File: config.mk
export PLATFORM = sky130hd
export DESIGN_NAME = key_cache_loader
export DESIGN_NICKNAME = d
export VERILOG_FILES = /design/src/rtl/key_cache_loader.sv
export SDC_FILE = /design/constraint.sdc
export NUM_CORES = 1
export LEC_CHECK = 0
export CAP_MARGIN = 20
export CORE_UTILIZATION = 53
export CTS_BUF_LIST = sky130_fd_sc_hd__clkbuf_16
export DETAILED_ROUTE_END_ITERATION = 12
export HOLD_SLACK_MARGIN = 0.02
export PLACE_DENSITY = 0.77
export REMOVE_ABC_BUFFERS = 1
export SLEW_MARGIN = 20
export SYNTH_ARGS = -nofsm -noshare
export SYNTH_HDL_FRONTEND = slang
export SYNTH_SLANG_ARGS = --single-unit
File: constraint.sdc
create_clock -name clk -period 3 [get_ports clk]
set_clock_uncertainty 0.15 [all_clocks]
set_input_delay 0.9 -clock clk [delete_from_list [all_inputs] [get_ports clk]]
set_output_delay 0.9 -clock clk [all_outputs]
set_load 0.05 [all_outputs]
File: src/rtl/key_cache_loader.sv
// Loads a 128-bit master key into the cache as four words, then appends expanded
// words derived from a sliding 4-word window, one cache write per cycle.
module key_cache_loader #(
  parameter int ADDR_W    = 6,
  parameter int NUM_WORDS = 16,
  parameter int BASE_ADDR = 0
) (
  input  logic              clk,
  input  logic              rst,
  input  logic              key_valid,
  output logic              key_ready,
  input  logic [127:0]      master_key,
  output logic [ADDR_W-1:0] cache_addr,
  output logic [31:0]       cache_data,
  output logic              cache_we,
  output logic              busy,
  output logic              done,
  output logic [6:0]        words_written
);

  generate
    if (NUM_WORDS < 4 || NUM_WORDS > 64) begin : g_bad_num_words
      $error("key_cache_loader: NUM_WORDS must be in 4..64");
    end
    if (BASE_ADDR < 0 || BASE_ADDR + NUM_WORDS > (1 << ADDR_W)) begin : g_bad_range
      $error("key_cache_loader: BASE_ADDR+NUM_WORDS exceeds cache depth");
    end
  endgenerate

  localparam logic [6:0] LAST_IDX = 7'(NUM_WORDS - 1);

  typedef enum logic [1:0] {IDLE, LOAD, EXPAND, DONE} state_t;

  state_t              state_q, state_d;
  logic [6:0]          idx_q, idx_d;
  logic [31:0]         win_q [4];
  logic [31:0]         win_d [4];
  logic                key_ready_q, key_ready_d;
  logic                busy_q, busy_d;
  logic                done_q, done_d;
  logic                we_q, we_d;
  logic [ADDR_W-1:0]   addr_q, addr_d;
  logic [31:0]         data_q, data_d;
  logic [6:0]          ww_q, ww_d;
  logic [6:0]          next_idx;
  logic [31:0]         expanded;

  function automatic logic [31:0] rotl8(input logic [31:0] w);
    return {w[23:0], w[31:24]};
  endfunction

  // idx_q is the index of the word currently on the write port; the window holds
  // w[idx-3..idx] once expansion starts (w0..w3 throughout LOAD).
  always_comb begin
    state_d     = state_q;
    idx_d       = idx_q;
    win_d       = win_q;
    key_ready_d = key_ready_q;
    busy_d      = busy_q;
    done_d      = 1'b0;
    we_d        = 1'b0;
    addr_d      = addr_q;
    data_d      = data_q;
    ww_d        = we_q ? ww_q + 7'd1 : ww_q;
    next_idx    = idx_q + 7'd1;
    expanded    = win_q[0] ^ rotl8(win_q[3]) ^ {25'd0, next_idx};

    case (state_q)
      IDLE: begin
        if (key_valid && key_ready_q) begin
          state_d     = LOAD;
          idx_d       = 7'd0;
          win_d[0]    = master_key[127:96];
          win_d[1]    = master_key[95:64];
          win_d[2]    = master_key[63:32];
          win_d[3]    = master_key[31:0];
          we_d        = 1'b1;
          addr_d      = ADDR_W'(BASE_ADDR);
          data_d      = master_key[127:96];
          key_ready_d = 1'b0;
          busy_d      = 1'b1;
          ww_d        = 7'd0;
        end
      end
      LOAD, EXPAND: begin
        if (idx_q == LAST_IDX) begin
          state_d = DONE;
          done_d  = 1'b1;
        end else begin
          idx_d  = next_idx;
          we_d   = 1'b1;
          addr_d = ADDR_W'(BASE_ADDR + int'(next_idx));
          if (next_idx < 7'd4) begin
            state_d = LOAD;
            data_d  = win_q[next_idx[1:0]];
          end else begin
            state_d  = EXPAND;
            data_d   = expanded;
            win_d[0] = win_q[1];
            win_d[1] = win_q[2];
            win_d[2] = win_q[3];
            win_d[3] = expanded;
          end
        end
      end
      DONE: begin
        state_d     = IDLE;
        key_ready_d = 1'b1;
        busy_d      = 1'b0;
      end
      default: state_d = IDLE;
    endcase
  end

  always_ff @(posedge clk) begin
    if (rst) begin
      state_q     <= IDLE;
      idx_q       <= 7'd0;
      for (int i = 0; i < 4; i++) win_q[i] <= 32'd0;
      key_ready_q <= 1'b1;
      busy_q      <= 1'b0;
      done_q      <= 1'b0;
      we_q        <= 1'b0;
      addr_q      <= '0;
      data_q      <= 32'd0;
      ww_q        <= 7'd0;
    end else begin
      state_q     <= state_d;
      idx_q       <= idx_d;
      win_q       <= win_d;
      key_ready_q <= key_ready_d;
      busy_q      <= busy_d;
      done_q      <= done_d;
      we_q        <= we_d;
      addr_q      <= addr_d;
      data_q      <= data_d;
      ww_q        <= ww_d;
    end
  end

  assign key_ready     = key_ready_q;
  assign busy          = busy_q;
  assign done          = done_q;
  assign cache_we      = we_q;
  assign cache_addr    = addr_q;
  assign cache_data    = data_q;
  assign words_written = ww_q;

endmodule

==> results of run 1 <==
kinds of logic after synthesis:
family / after synthesis
compound gates: 344
simple gates: 255
flops: 180
mux: 143
buf+inv: 115
xor+xnor: 46
fa+ha+maj: 4
flip-flops by register name, summed over array words and instances, names as in the netlist, 2 cells and up:
| name | count |
|---|---|
| cache_data | 32 |
| idx_q | 7 |
| state_q | 2 |
| win_q | 128 |
| words_written | 7 |
cell usage after synthesis, types with 3 or more instances:
master      n
dfxtp_1   180
a21oi_1   144
nor2_1    133
mux2i_1   111
a211oi_1   87
nand2_1    86
clkbuf_1   66
xnor2_1    39
o22ai_1    33
mux4_2     32
o211ai_1   31
o21ai_0    30
buf_2      17
buf_4      17
or3_1      13
buf_1       9
xor2_1      7
nand3_1     6
inv_1       5
ha_1        4
a221oi_1    3
a31oi_1     3
and2_1      3
nand4_1     3
through the flow:
stage / hold WS [ns] / worst slack (ns) / TNS, ns / util (%) / area [um2]
3_3_place_gp: 0.322 / 0.0579 / 0 / 67.4 / 11800
3_5_place_dp: 0.329 / 0.00545 / 0 / 67.4 / 11800
4_1_cts: 0.341 / 0.000375 / 0 / 70.9 / 12400
2_1_floorplan: 0.309 / -7.41 / -1155.64 / - / 9100
6_report: 0.333 / 0.0410 / 0 / 70.9 / 12400
5_1_grt: 0.372 / 0.000286 / 0 / 70.9 / 12400
power by group through the flow:
stage	Clock [W]	Combinational (W)	Sequential, W
final	0.00234	0.00176	0.00282
after global routing	0.00246	0.00191	0.00285
after CTS	0.00235	0.00176	0.00282
after detailed placement	0	0.00175	0.00287
after global placement	0	0.00172	0.00286
after floorplan	0	0.00103	0.00298
how the worst max path moves through the flow:
stage | from | endpoint | slack, ns | cells after the start
finish | idx_q[3]$_SDFFE_PP0P_ | cache_addr[3] | 0.04 | 1
global route | idx_q[3]$_SDFFE_PP0P_ | cache_addr[3] | 0.0003 | 1
CTS | idx_q[4]$_SDFFE_PP0P_ | cache_addr[4] | 0.0004 | 1
detailed placement | key_valid | win_q[68]$_SDFFE_PP0P_ | 0.005 | 9
global placement | key_valid | win_q[84]$_SDFFE_PP0P_ | 0.06 | 9
floorplan | state_q[0]$_SDFFE_PP0N_ | win_q[100]$_SDFFE_PP0P_ | -7.41 | 5
per-layer routing:
| metal | global-route usage, % | wire [um] |
|---|---|---|
| met5 | 0 | 0 |
| met4 | 9.94 | 522 |
| met3 | 7.85 | 1900 |
| met2 | 48.2 | 12800 |
| met1 | 40.5 | 12200 |
layout make-up:
type,instances,share of cell area (%)
well taps,225,2.27
multi-input cells,792,44.7
repair buffers,227,18.9
clock inverters,14,1.26
inverters,6,0.182
flip-flops and latches,180,29.1
clock buffers,18,3.63
==> run_results.csv, run 1 <==
group,metric,value,unit
yosys,synth_xor_area_share,4.20,%
floorplan,rows,48,
yosys,syn_inst,1087,
pwr,ir_worst_vdd,0.475,mV
floorplan,dieWidth,137,um
clocking,cts_resized,0,
critical_path,reg2reg_to,"win_q[13]$_SDFFE_PP0P_",
global_route,grt_start_max_net_pins,93,
critical_path,arrival,1.91,ns
floorplan,die_area,18700,um2
drt,ant_nets,0,
drt,via_per_inst,6.06,
critical_path,critPathKind,"reg2out",
pwr,power.density,559,nW/um2
yosys,ys_async_sr_fraction,0,%
critical_path,r2r-start,"idx_q[1]$_SDFFE_PP0P_",
yosys,synth_top_family_by_area,"compound AO/OA/AOI/OAI gates",
sta,tightest_slew,0.912,ns
yosys,synth_mux_area_share,19.1,%
yosys,synth.distinct_cells,45,
global_route,antenna_found_initial,1,
layout,fillCellCount,1379,
critical_path,r2r_cells,8,
yosys,syn_area,9600,um2
place,io_buffer_count,179,
sta,post-route-period-util,98.6,%
yosys,synth_edf_count,0,
layout,diodes,0,
sta,setup_viol,0,
clocking,hold_buffers,0,
clocking,cts-root-buf,"clkbuf_16",
yosys,synth_adder_area_share,0.521,%
layout,multi_input_area,5540,um2
floorplan,initial_utilization,54.9,%
drt,dr.pass1.iters,4,
pwr,combPwrFrac,25.5,%
global_route,grt_pass1_wl,43800,um
pwr,p_leak,4.48,nW
critical_path,cp-end-kind,"primary output",
yosys,synth_top_area_share,37.5,%
pwr,p_switching,0.00212,W
flow_run,cap_viol_max_count,0,
yosys,syn_area_per_cell,8.83,um2
floorplan,io_pins,180,
pwr,seqPwrFrac,40.8,%
worst_hold_path,min_from,"words_written[6]$_SDFF_PP0_",
clocking,cts_tree,"done",
layout,finalNetCount,1359,
worst_hold_path,hold_path_end,"words_written[6]$_SDFF_PP0_",
pwr,power,0.00692,W
clocking,cts_made_buffers,17,
global_route,grt.total_usage,30.5,%
yosys,ys.flop_type,"dfxtp_1",
drt,drt_iter0_drc,594,
clocking,clockBufferDepth,2,
yosys,synth_area_leaders,"dfxtp_1 (38%), mux2i_1 (12%), a21oi_1 (7.5%), mux4_2 (7.5%), a211oi_1 (6.8%)",
clocking,cts_max_level,4,
drt,drc,0,
floorplan,core,17500,um2
critical_path,crit_family,"buffers and inverters",
global_route,grt.overflow.total,0,
pwr,p_int,0.00480,W
critical_path,slowest_delay,0.89,ns
layout,seq_area,3610,um2
critical_path,reg2reg_slack,0.19,ns
status,outcome,"complete, no violations",
pwr,switching_share,30.6,%
drt,wl_per_cell,18.7,um
yosys,yosys.area_share.simple,11.0,%
clocking,post_cts.repair.setup_buffers,0,
sta,finalCriticalPeriod,2.96,ns
sta,fmax,0.338,GHz
layout,syn2layout_area_growth,29.1,%
worst_hold_path,hp-class,"reg2reg",
place,dp.cells,1430,
clocking,clock_sinks,180,
clocking,clkTransAtPathRegs,0.07,ns
layout,stdcell_count,1462,
global_route,grt_pass1_vias,8475,
sta,rsz0062_at_grt,"false",
yosys,synth_compound_area_share,22.3,%
floorplan,die_height,137,um
critical_path,path_cells,"clkdlybuf4s50_1",
layout,layout-drive-gt1-share,9.94,%
yosys,yosysSeqAreaShare,37.5,%
layout,final_cell_mix,"dfxtp_1 (179), clkdlybuf4s50_1 (176), a21oi_1 (144), nor2_1 (132), mux2i_1 (111)",
place,gp_congestion,0.854,
layout,layout_commonest_cell,"dfxtp_1",
drt,vias,8864,
place,hpwlAfterDp,17600,um
yosys,ys_ff_latch,180,
sta,slew_headroom,39.2,%
critical_path,critPathBufInv,1,
critical_path,cp_data_required_time,1.95,ns
critical_path,cp_max_fo,8,
yosys,ys_warn_count,0,
worst_hold_path,hold-path-cell-count,2,
critical_path,critPathSlowestCell,"clkdlybuf4s50_1",
clocking,insertion_delay,0.44,ns
sta,maxSlewViolCount,0,
drt,wirelength,27400,um
sta,hold_violations,0,
critical_path,critPathLaunchType,"flip-flop",
pwr,pwr-share-clk,33.7,%
yosys,yosys.area.top_type,"dfxtp_1",
Note: power is estimated with default switching activity, not from simulation.
==> run 2, diff against run 1 <==
--- a/config.mk
+++ b/config.mk
@@ -6,13 +6,13 @@
 export NUM_CORES = 1
 export LEC_CHECK = 0
 export CAP_MARGIN = 20
+export CORE_MARGIN = 8
 export CORE_UTILIZATION = 53
 export CTS_BUF_LIST = sky130_fd_sc_hd__clkbuf_16
 export DETAILED_ROUTE_END_ITERATION = 12
 export HOLD_SLACK_MARGIN = 0.02
 export PLACE_DENSITY = 0.77
 export REMOVE_ABC_BUFFERS = 1
-export SLEW_MARGIN = 20
 export SYNTH_ARGS = -nofsm -noshare
 export SYNTH_HDL_FRONTEND = slang
 export SYNTH_SLANG_ARGS = --single-unit
==> run 2 against run 1 <==
  * Die area increased by 22%
  * Worst hold slack improved by 0.0078 ns
  * Sequential power about the same
  * Sequential share of layout area increased by 0.25 points
  * First-iteration DRC count grew 34%
  * Global-route usage down 5.8 points
  * Fmax increased by 0.82%
  * Worst setup slack better by 0.024 ns
  * Register-to-register slack got worse by 0.06 ns
  * Design area decreased by 0.86%
  * Utilization shrank 2.0 points
==> run_results.csv, run 2 (synthesis results as in run 1) <==
group,metric,value,unit
status,outcome,"complete, no violations",
sta,rsz0062_at_grt,"false",
sta,hold_violations,0,
sta,slew_headroom,53.8,%
critical_path,slowest_delay,0.81,ns
global_route,top_usage_layer,"met2",
drt,wirelength,28300,um
drt,via_per_inst,5.99,
worst_hold_path,hp-class,"reg2reg",
drt,vias,8746,
floorplan,io_pins,180,
global_route,grt.met1_usage,32.0,%
drt,wl_per_cell,19.4,um
floorplan,initial_utilization,53.8,%
layout,layout-drive-gt1-share,9.59,%
global_route,antenna_found_initial,0,
sta,maxSlewViolCount,0,
clocking,cts_max_level,4,
floorplan,die_height,151,um
flow_run,cap_viol_max_count,0,
place,io_buffer_count,179,
sta,setup_viol,0,
critical_path,path_cells,"buf_4 > clkdlybuf4s50_1",
drt,drc,0,
critical_path,r2r_cells,8,
sta,hold_ws,0.341,ns
critical_path,cp-end-kind,"primary output",
worst_hold_path,hold-path-cell-count,2,
critical_path,cp_max_fo,5,
critical_path,critPathLaunchType,"flip-flop",
floorplan,core,17800,um2
clocking,cts-root-buf,"clkbuf_16",
worst_hold_path,hold_path_end,"cache_data[3]$_SDFFE_PP0P_",
layout,final_cell_mix,"dfxtp_1 (179), clkdlybuf4s50_1 (176), a21oi_1 (143), nor2_1 (132), mux2i_1 (111)",
clocking,clockBufferDepth,2,
sta,finalCriticalPeriod,2.93,ns
global_route,grt.total_usage,24.6,%
critical_path,critPathKind,"reg2out",
global_route,grt_use_met3,5.32,%
global_route,use_met2,40.7,%
layout,syn2layout_area_growth,28.0,%
sta,post-route-period-util,97.8,%
clocking,cts_tree,"done",
global_route,grt_pass1_wl,44600,um
clocking,clock_sinks,180,
global_route,grt_pass1_vias,8589,
worst_hold_path,min_from,"cache_data[3]$_SDFFE_PP0P_",
critical_path,critPathSlowestCell,"clkdlybuf4s50_1",
floorplan,dieWidth,151,um
drt,dr.pass1.iters,6,
critical_path,reg2reg_to,"win_q[15]$_SDFFE_PP0P_",
global_route,grt_start_max_net_pins,108,
critical_path,reg2reg_slack,0.13,ns
drt,ant_nets,0,
sta,tightest_slew,0.693,ns
critical_path,r2r-start,"idx_q[0]$_SDFFE_PP0P_",
critical_path,cp_data_required_time,1.95,ns
place,gp_congestion,0.843,
floorplan,rows,49,
place,hpwlAfterDp,18400,um
pwr,ir_worst_vdd,0.456,mV
layout,top_register,"win_q",
clocking,hold_buffers,0,
layout,utilization,68.9,%
drt,drt_iter0_drc,798,
pwr,p_leak,4.41,nW
global_route,grt.overflow.total,0,
sta,fmax,0.341,GHz
pwr,power.density,554,nW/um2
layout,layout_commonest_cell,"dfxtp_1",
clocking,cts_made_buffers,17,
layout,finalNetCount,1352,
layout,largest_reg_flops,128,
clocking,clkTransAtPathRegs,0.07,ns
clocking,insertion_delay,0.43,ns
critical_path,arrival,1.88,ns
floorplan,die_area,22700,um2
run 2: per-stage QoR:
stage          cell area [um2]  TNS (ns)  setup slack (ns)  power, W  instances
3_5_place_dp             11700         0          0.000892   0.00459       1426
3_3_place_gp             11700         0            0.0712   0.00455       1426
6_report                 12300         0            0.0651   0.00680       1460
5_1_grt                  12300         0           0.00962   0.00710       1459
2_1_floorplan             9100  -1155.64             -7.41   0.00401        978
4_1_cts                  12300         0            0.0460   0.00682       1458
run 2: layout make-up:
| type | count | area [um2] |
|---|---|---|
| fill | 1402 | 5560 |
| sequential | 180 | 3610 |
| clock inverter | 15 | 158 |
| inverter | 6 | 22.5 |
| timing repair buffer | 220 | 2240 |
| tap | 229 | 287 |
| multi-input combinational | 792 | 5540 |
| antenna | 1 | 2.50 |
| clock buffer | 17 | 425 |
run 2: power by group:
| group | switching [W] | total, W | internal (W) | leakage, nW |
|---|---|---|---|---|
| logic | 0.000921 | 0.00174 | 0.000817 | 2.65 |
| clock network | 0.00101 | 0.00224 | 0.00124 | 0.285 |
| registers | 0.000205 | 0.00282 | 0.00262 | 1.48 |
| total | 0.00213 | 0.00680 | 0.00467 | 4.41 |
run 2: timing repair:
| action | in CTS | in global routing |
|---|---|---|
| cloned | 0 | 0 |
| setup endpoints to repair | 1 | 19 |
| pin swaps | 0 | 1 |
| resized for setup | 1 | 0 |
| buffers inserted | 0 | 1 |
run 2: per-layer routing:
metal / share of wire (%) / wire length, um
met1: 44 / 12400
met3: 6.9 / 1950
met5: 0 / 0
met4: 1.7 / 480
met2: 48 / 13500
run 2: how the worst max path moves through the flow:
stage                                        from                 endpoint  slack [ns]  depth (start not counted)
after floorplan           state_q[0]$_SDFFE_PP0N_  win_q[100]$_SDFFE_PP0P_       -7.41                          5
after global placement                  key_valid   win_q[14]$_SDFFE_PP0P_        0.07                          8
after detailed placement                key_valid   win_q[38]$_SDFFE_PP0P_      0.0009                          8
after CTS                   idx_q[0]$_SDFFE_PP0P_   win_q[15]$_SDFFE_PP0P_        0.05                          8
after global routing        idx_q[0]$_SDFFE_PP0P_   win_q[72]$_SDFFE_PP0P_        0.01                          8
final                       idx_q[3]$_SDFFE_PP0P_            cache_addr[3]        0.07                          2
run 2: worst max-delay path, delay by kind of cell, from the launching register on:
family,cells,cell delay (ns)
flip-flops,1,0.44
buffers and inverters,2,1.01
